## src/rtl/mips_pkg.sv

```systemverilog
// mips_pkg: shared state, opcode, ALU and selector encodings for the multicycle control unit
package mips_pkg;
  typedef enum logic [3:0] {
    FETCH, DECODE, MEM_ADDR, MEM_READ, MEM_WB, MEM_WRITE,
    EXEC, R_WB, BRANCH, JUMP, ADDI_EXEC, ADDI_WB
  } estado_t;
  localparam logic [5:0] OP_R    = 6'b000000;
  localparam logic [5:0] OP_LW   = 6'b100011;
  localparam logic [5:0] OP_SW   = 6'b101011;
  localparam logic [5:0] OP_BEQ  = 6'b000100;
  localparam logic [5:0] OP_J    = 6'b000010;
  localparam logic [5:0] OP_ADDI = 6'b001000;
  localparam logic [1:0] ALU_ADD   = 2'b00;
  localparam logic [1:0] ALU_SUB   = 2'b01;
  localparam logic [1:0] ALU_FUNCT = 2'b10;
  localparam logic [1:0] SRCB_B    = 2'b00;
  localparam logic [1:0] SRCB_4    = 2'b01;
  localparam logic [1:0] SRCB_IMM  = 2'b10;
  localparam logic [1:0] SRCB_IMM2 = 2'b11;
  localparam logic [1:0] PC_ALU    = 2'b00;
  localparam logic [1:0] PC_ALUOUT = 2'b01;
  localparam logic [1:0] PC_JUMP   = 2'b10;
  typedef struct packed {
    logic       pc_write;
    logic       pc_write_cond;
    logic       iord;
    logic       mem_read;
    logic       mem_write;
    logic       ir_write;
    logic       mem_to_reg;
    logic       reg_dst;
    logic       reg_write;
    logic       alu_src_a;
    logic [1:0] alu_src_b;
    logic [1:0] alu_op;
    logic [1:0] pc_source;
  } ctrl_t;
endpackage

```

## src/rtl/control_salidas.sv

```systemverilog
// control_salidas: combinational state-to-control-vector decode, forced to zero during reset
module control_salidas
  import mips_pkg::*;
(
  input  logic    rst,
  input  estado_t st,
  output ctrl_t   c
);
  // Moore decode; unlisted fields and unreachable codes stay zero
  always_comb begin
    c = '0;
    if (!rst) begin
      case (st)
        FETCH: begin
          c.mem_read  = 1'b1;
          c.ir_write  = 1'b1;
          c.alu_src_b = SRCB_4;
          c.alu_op    = ALU_ADD;
          c.pc_write  = 1'b1;
          c.pc_source = PC_ALU;
        end
        DECODE: begin
          c.alu_src_b = SRCB_IMM2;
          c.alu_op    = ALU_ADD;
        end
        MEM_ADDR, ADDI_EXEC: begin
          c.alu_src_a = 1'b1;
          c.alu_src_b = SRCB_IMM;
          c.alu_op    = ALU_ADD;
        end
        MEM_READ: begin
          c.mem_read = 1'b1;
          c.iord     = 1'b1;
        end
        MEM_WB: begin
          c.reg_write  = 1'b1;
          c.mem_to_reg = 1'b1;
        end
        MEM_WRITE: begin
          c.mem_write = 1'b1;
          c.iord      = 1'b1;
        end
        EXEC: begin
          c.alu_src_a = 1'b1;
          c.alu_src_b = SRCB_B;
          c.alu_op    = ALU_FUNCT;
        end
        R_WB: begin
          c.reg_write = 1'b1;
          c.reg_dst   = 1'b1;
        end
        BRANCH: begin
          c.alu_src_a     = 1'b1;
          c.alu_src_b     = SRCB_B;
          c.alu_op        = ALU_SUB;
          c.pc_write_cond = 1'b1;
          c.pc_source     = PC_ALUOUT;
        end
        JUMP: begin
          c.pc_write  = 1'b1;
          c.pc_source = PC_JUMP;
        end
        ADDI_WB: c.reg_write = 1'b1;
        default: c = '0;
      endcase
    end
  end
endmodule

```

## src/rtl/unidad_control_multiciclo.sv

```systemverilog
// unidad_control_multiciclo: multicycle MIPS32 main control FSM with retired-instruction counter
module unidad_control_multiciclo
  import mips_pkg::*;
#(
  parameter int SIZEOP      = 6,
  parameter int SIZE_ALU_OP = 2,
  parameter int S_EST       = 4,
  parameter int S_CNT       = 32
) (
  input  logic                   clk,
  input  logic                   rst,
  input  logic [SIZEOP-1:0]      opcode,
  output logic                   PCWrite,
  output logic                   PCWriteCond,
  output logic                   IorD,
  output logic                   MemRead,
  output logic                   MemWrite,
  output logic                   IRWrite,
  output logic                   MemtoReg,
  output logic                   RegDst,
  output logic                   RegWrite,
  output logic                   ALUSrcA,
  output logic [1:0]             ALUSrcB,
  output logic [SIZE_ALU_OP-1:0] AluOP,
  output logic [1:0]             PCSource,
  output logic [S_EST-1:0]       estado,
  output logic                   op_invalida,
  output logic [S_CNT-1:0]       instr_cnt
);
  estado_t           state_q, state_d;
  logic [S_CNT-1:0]  cnt_q, cnt_d;
  logic [5:0]        op;
  logic              op_ok, retire;
  ctrl_t             c;
  assign op = 6'(opcode);
  // Next state, retire detection and the Mealy invalid-opcode flag
  always_comb begin
    op_ok       = op == OP_LW || op == OP_SW || op == OP_R || op == OP_BEQ || op == OP_J || op == OP_ADDI;
    retire      = state_q inside {MEM_WB, MEM_WRITE, R_WB, BRANCH, JUMP, ADDI_WB};
    cnt_d       = retire ? cnt_q + S_CNT'(1) : cnt_q;
    op_invalida = !rst && state_q == DECODE && !op_ok;
    state_d     = FETCH;
    case (state_q)
      FETCH:     state_d = DECODE;
      DECODE:    state_d = (op == OP_LW || op == OP_SW) ? MEM_ADDR :
                           op == OP_R    ? EXEC :
                           op == OP_BEQ  ? BRANCH :
                           op == OP_J    ? JUMP :
                           op == OP_ADDI ? ADDI_EXEC : FETCH;
      MEM_ADDR:  state_d = op == OP_LW ? MEM_READ : op == OP_SW ? MEM_WRITE : FETCH;
      MEM_READ:  state_d = MEM_WB;
      EXEC:      state_d = R_WB;
      ADDI_EXEC: state_d = ADDI_WB;
      default:   state_d = FETCH;
    endcase
  end
  // State register and counter with synchronous reset
  always_ff @(posedge clk) begin
    if (rst) begin
      state_q <= FETCH;
      cnt_q   <= '0;
    end else begin
      state_q <= state_d;
      cnt_q   <= cnt_d;
    end
  end
  control_salidas u_salidas (.rst(rst), .st(state_q), .c(c));
  assign PCWrite     = c.pc_write;
  assign PCWriteCond = c.pc_write_cond;
  assign IorD        = c.iord;
  assign MemRead     = c.mem_read;
  assign MemWrite    = c.mem_write;
  assign IRWrite     = c.ir_write;
  assign MemtoReg    = c.mem_to_reg;
  assign RegDst      = c.reg_dst;
  assign RegWrite    = c.reg_write;
  assign ALUSrcA     = c.alu_src_a;
  assign ALUSrcB     = c.alu_src_b;
  assign AluOP       = SIZE_ALU_OP'(c.alu_op);
  assign PCSource    = c.pc_source;
  assign estado      = S_EST'(state_q);
  assign instr_cnt   = cnt_q;
endmodule

```

## config.mk

```make
export PLATFORM = sky130hd
export DESIGN_NAME = unidad_control_multiciclo
export DESIGN_NICKNAME = d
export VERILOG_FILES = /design/src/rtl/mips_pkg.sv /design/src/rtl/control_salidas.sv /design/src/rtl/unidad_control_multiciclo.sv
export SDC_FILE = /design/constraint.sdc
export NUM_CORES = 1
export LEC_CHECK = 0
export CAP_MARGIN = 10
export CORE_ASPECT_RATIO = 0.6
export CORE_MARGIN = 1
export CORE_UTILIZATION = 46
export DETAILED_ROUTE_END_ITERATION = 7
export PLACE_DENSITY = 0.79
export SETUP_SLACK_MARGIN = 0.3
export SYNTH_ARGS = -nofsm -noshare
export SYNTH_HDL_FRONTEND = slang
export SYNTH_SLANG_ARGS = --single-unit
```

## constraint.sdc

```tcl
create_clock -name clk -period 3.3 [get_ports clk]
set_input_delay 0.99 -clock clk [delete_from_list [all_inputs] [get_ports clk]]
set_output_delay 0.99 -clock clk [all_outputs]
set_load 0.1 [all_outputs]
```

==> results.toml, run 1 <==
[routing]
wl_um = 5760
vias_per_cell = 5.74
drt_iter0_markers = 158
detail_route.drc_violations = 0
vias = 2135
antenna_left = 0
routedWlPerCell_um = 15.5
dr.pass1.iters = 4

[die]
floorplan.io_pins = 61
die_y_um = 52.2
rows = 17
die_w_um = 85.6
core-area_um2 = 3830
start_util = 0.504
dieArea_um2 = 4470

[synth]
ys_top_cells_by_count = "nor2_1 (40), dfxtp_1 (36), xor2_1 (18), nand2_1 (17), nand3_1 (17)"
synthDistinctLibCells = 34
yosysMostFrequentCell = "nor2_1"
synthCells = 251
ys_seq_area_frac = 0.373
netlist.area_leader.share = 0.373
synth_fp_nets = 260
synth_area_leaders = "dfxtp_1 (37%), xor2_1 (8.2%), nor2_1 (7.8%), xnor2_1 (5.0%), nand3_1 (4.4%)"
synthFlopType = "dfxtp_1"
netlist_area_um2 = 1930
synth-seq-cells = 36
synth-async-reset-ratio = 0
synth-edff-count = 0
ys_warn_count = 0
synth_top_area_cell = "dfxtp_1"
syn-mean-instance-area_um2 = 7.69

[power]
power_density_nw_per_um2 = 307
p_leak_nw = 1.17
vdd_drop_max_mv = 0.302

[sta]
setup_viol = 0
clock_skew_ns = 0.00645
slew_headroom = 0.219
fin_crit_ns = 3.23
finalCritPeriodShare = 0.979
rsz0062_at_grt = "yes"
drv_slew = 0
hold_viol = 0
max_freq_mhz = 310
tightest_slew_ns = 1.16
fin_ws_ns = 0.0699

[global_routing]
grt_pass1_vias = 1979
antenna_found_initial = 0
grt_pass1_wl_um = 9650
grt.total_usage = 0.281
grt_max_degree = 18
globalRouteOverflowTotal = 0

[setup_path]
end_kind = "primary output"
critPathMaxStageDelay_ns = 0.45
rrSetupSlack_ns = 0.71
cp_slowest_cell = "or4_4"
crit_fanout = 2
worst-endpoint-required_ns = 2.31
start_kind = "primary input"
worst-setup-path-type = "in -> out"
r2r-start = "estado[2]"
crit_family = "simple AND/OR/NAND/NOR gates"
reg2reg_depth = 5
arrival_ns = 2.24
critPathBufInv = 2
crit_chain = "buf_2 > or3_4 > or4_4 > nand3_4 > nor3_4 > buf_12"
crit-reg2reg-capture = "instr_cnt[25]"

[clock_tree]
clockRootBuffer = "clkbuf_8"
clock_sinks = 36
clockBufferDepth = 2
cts_tree = "yes"
clock_latency_ns = 0.28
cts.clk_slew.worst_paths_ns = 0.07
cts_buffers = 5
ctsHoldBuffers = 0
h-tree-depth = 2

[placement]
placedInstanceArea_um2 = 2910
hpwl_um = 4100
preCtsSetupSlack_ns = -0.320
io_buffers = 60
place_congestion = 0.878
placed_cells = 360

[min_path]
hp-class = "reg -> reg"
min_from = "instr_cnt[31]"
hold_end = "instr_cnt[31]"
holdPathStages = 2

[layout]
stdcell_count = 372
antennaDiodeCount = 0
drive_gt1_frac = 0.348
fin_nets = 333
stdcell_area_um2 = 3060
area.growth.synth_to_final_pct = 58.5

[flow_run]
maxCapViolCount = 0

[status]
outcome = "finished, final reports clean"
-- flip-flops by register name, summed over array words and instances (netlist names) --
name	cells
estado	4
instr_cnt	32
-- layout by cell type (no fill, tap or decap), types with 2 or more instances in the layout --
master,instances
or4_1,2
nand2b_1,3
nor2_4,2
and2_1,2
nor2_1,37
and3_1,5
nor4_1,5
nand2_1,17
o21ai_0,10
a21oi_1,10
inv_1,4
buf_4,57
xnor2_1,11
buf_2,3
nor2b_1,2
dlygate4sd2_1,3
buf_12,17
or3_4,2
nand3_1,16
dfxtp_1,32
dfxtp_4,3
nor3_1,5
clkbuf_8,7
nor3_4,9
nor4_4,3
xor2_1,18
nand4_1,9
nor4b_1,2
or3_1,8
-- power by group --
part	switching (mW)	internal, mW	leakage [nW]
logic	0.0964	0.0566	0.821
registers	0.00883	0.434	0.293
clock network	0.151	0.191	0.0515
-- tightest hold or removal path, stage by stage, from the launching register on --
cell,delay [ns]
dfxtp_1,0.32
o21ai_0,0.08
a21oi_1,0.07
-- through the flow --
step                      TNS (ns)  power, mW  hold WS (ns)  utilization
after floorplan             -0.967      0.547         0.755            -
after global placement      -0.277      0.599         0.470        0.759
after detailed placement    -0.320      0.601         0.507        0.759
after CTS                        0      0.939         0.517        0.793
after global routing             0      0.966         0.540        0.799
final                            0      0.938         0.510        0.799
-- per-layer routing --
| metal | global-route usage | share of wire | vias to the layer above | wire length, µm |
|---|---|---|---|---|
| li1 | - | - | 1026 | - |
| met3 | 0.0551 | 0.077 | 8 | 444 |
| met4 | 0.0528 | 0.0066 | 0 | 38 |
| met5 | 0 | 0 | - | 0 |
| met2 | 0.444 | 0.45 | 98 | 2590 |
| met1 | 0.405 | 0.47 | 1003 | 2690 |
-- cells by family after synthesis --
kind of cell / count (synthesis) / synth area share
AO/OA/AOI/OAI: 27 / 0.0797
AND/OR/NAND/NOR: 139 / 0.365
flip-flops: 36 / 0.373
buffers and inverters: 19 / 0.0441
XOR/XNOR: 29 / 0.132
adder cells (fa/ha/maj): 1 / 0.00648
-- area by class of cell --
class	count	area [µm²]
multi-input cells	196	1330
well taps	47	58.8
fillers	269	769
repair buffers	81	821
inverters	4	15.0
clock buffers	8	100
flip-flops and latches	36	733
-- worst max path at each step --
stage	start	cells past startpoint	endpoint
after CTS	opcode[5]	6	op_invalida
after global placement	opcode[0]	6	op_invalida
after detailed placement	opcode[0]	6	op_invalida
after floorplan	rst	3	PCWrite
final	opcode[4]	6	op_invalida
after global routing	opcode[4]	6	op_invalida
-- repair_timing --
item,CTS,global route
gates resized for setup,24,0
buffers inserted,1,3
pin swaps,6,2
endpoints found under the hold margin,0,0
cloned,0,0
setup endpoints to repair,1,2
(Power assumes the default switching activity.)
==> run 2: changes to the inputs <==
--- a/config.mk
+++ b/config.mk
@@ -6,11 +6,10 @@
 export NUM_CORES = 1
 export LEC_CHECK = 0
 export CAP_MARGIN = 10
-export CORE_ASPECT_RATIO = 0.6
 export CORE_MARGIN = 1
 export CORE_UTILIZATION = 46
 export DETAILED_ROUTE_END_ITERATION = 7
-export PLACE_DENSITY = 0.79
+export PLACE_DENSITY_LB_ADDON = 0.08
 export SETUP_SLACK_MARGIN = 0.3
 export SYNTH_ARGS = -nofsm -noshare
 export SYNTH_HDL_FRONTEND = slang
==> run 2 against run 1 <==
Clock-buffer cell count fell by 1. First-iteration DRC count fell by 33%. Highest routed layer unchanged. Global-route usage fell by 4.6 points. Hold slack got worse by 0.015 ns. Worst setup slack improved by 0.024 ns. Cell count fell by 2.2%. Core utilization fell by 5.3 points. Routed wire length fell by 15%. Clock skew barely moved. Sequential power barely moved. Clock power rose by 2%. Die area fell by 0.18%. The run now ends with DRC left.
==> results.toml, run 2 (same netlist as run 1, synthesis figures left out) <==
[status]
outcome = "complete, but fails checks"
violations = "DRC"

[flow_run]
maxCapViolCount = 0

[global_routing]
grt_pass1_wl_um = 7910
grt.total_usage = 0.236
globalRouteOverflowTotal = 0
antenna_found_initial = 0
grt_max_degree = 42
grt_pass1_vias = 1734

[sta]
hold_viol = 0
drv_slew = 0
finalCritPeriodShare = 0.972
fin_setup_tns_ns = 0
fin_ws_ns = 0.0940
fin_crit_ns = 3.21
setup_viol = 0
tightest_slew_ns = 1.03
max_freq_mhz = 312
clock_skew_ns = 0.00648
worst_hold_slack_ns = 0.495
rsz0062_at_grt = "yes"
slew_headroom = 0.308

[clock_tree]
cts_buffers = 5
cts_tree = "yes"
clockBufferDepth = 2
post_cts_buffers = 0
clockRootBuffer = "clkbuf_8"
clock_sinks = 36
ctsHoldBuffers = 0
cts.clk_slew.worst_paths_ns = 0.07
clock_latency_ns = 0.29
h-tree-depth = 2

[routing]
antenna_left = 0
detail_route.drc_violations = 2
dr.pass1.iters = 6
wl_um = 4910
vias_per_cell = 5.49
vias = 1997
routedWlPerCell_um = 13.5
drt_iter0_markers = 106

[layout]
fin_nets = 322
largest_reg_flops = 32
drive_gt1_frac = 0.322
mostFrequentLayoutCells = "buf_4 (44), nor2_1 (37), dfxtp_1 (32), xor2_1 (18), buf_12 (18)"
layout_commonest_cell = "buf_4"
area.growth.synth_to_final_pct = 55.7
antennaDiodeCount = 0

[min_path]
hp-class = "reg -> reg"

[placement]
place_congestion = 0.818
io_buffers = 60
hpwl_um = 3500
preCtsSetupSlack_ns = -0.313

[power]
p_leak_nw = 1.12
p_total_uw = 936
vdd_drop_max_mv = 0.248
power_density_nw_per_um2 = 311

[die]
floorplan.io_pins = 61
start_util = 0.479
rows = 23
die_w_um = 66.8
die_y_um = 66.8
dieArea_um2 = 4460
core-area_um2 = 4030

[setup_path]
worst-setup-path-type = "in -> out"
critPathMaxStageDelay_ns = 0.44
worst-endpoint-required_ns = 2.31
cp_slowest_cell = "or4_4"
end_kind = "primary output"
crit_chain = "buf_6 > or3_4 > or4_4 > nand3_4 > nor3_4 > buf_12"
arrival_ns = 2.22
crit_fanout = 2
start_kind = "primary input"
rrSetupSlack_ns = 0.73
==> run 2: cell types whose count changed in the layout (fill, tap and decap cells not counted) <==
cell,delta
or3_1,+1
clkbuf_8,-2
clkinv_2,+1
buf_2,-2
buf_6,+3
clkbuf_16,+1
buf_4,-13
buf_12,+1
or3_4,-1
==> run 2: power by group <==
group          internal, mW  switching [mW]  leakage [nW]
combinational        0.0530          0.0927         0.779
sequential            0.434         0.00795         0.293
clock                 0.194           0.155        0.0534
==> run 2: timing repair <==
action	in CTS	in global routing
setup endpoints to repair	2	1
endpoints found under the hold margin	0	0
resized for setup	27	0
cloned	0	0
pin swaps	6	2
==> run 2: path summary, 6_finish.rpt <==
path                 start             to  cells past startpoint
min reg2reg  instr_cnt[31]  instr_cnt[31]                      2
max              opcode[4]    op_invalida                      6
max reg2reg      estado[2]  instr_cnt[25]                      5
min          instr_cnt[31]  instr_cnt[31]                      2
==> run 2: per-stage QoR <==
stage | area (µm²) | util | cells
finish | 3010 | 0.746 | 364
floorplan | 2170 | - | 251
global placement | 2870 | 0.712 | 356
global route | 3010 | 0.746 | 364
detailed placement | 2870 | 0.712 | 356
CTS | 3010 | 0.746 | 364
==> run 2: routing by layer <==
layer	vias to the layer above	global-route usage	routed length, µm
met3	5	0.0531	239
met1	934	0.301	2190
met2	56	0.384	2410
met5	-	0	0
met4	0	0.0851	63
li1	1002	-	-
==> run 2: critical path, delay by kind of cell <==
family	cells	cell delay (ns)
buf+inv	2	0.26
simple gates	4	0.96
==> run 2: final cells by class <==
| type | instances | area [µm²] |
|---|---|---|
| multi-input combinational | 196 | 1330 |
| fill | 318 | 1020 |
| tap | 50 | 62.6 |
| sequential | 36 | 733 |
| timing repair buffer | 70 | 767 |
| inverter | 4 | 15.0 |
| clock buffer | 7 | 97.6 |
| clock inverter | 1 | 5.00 |
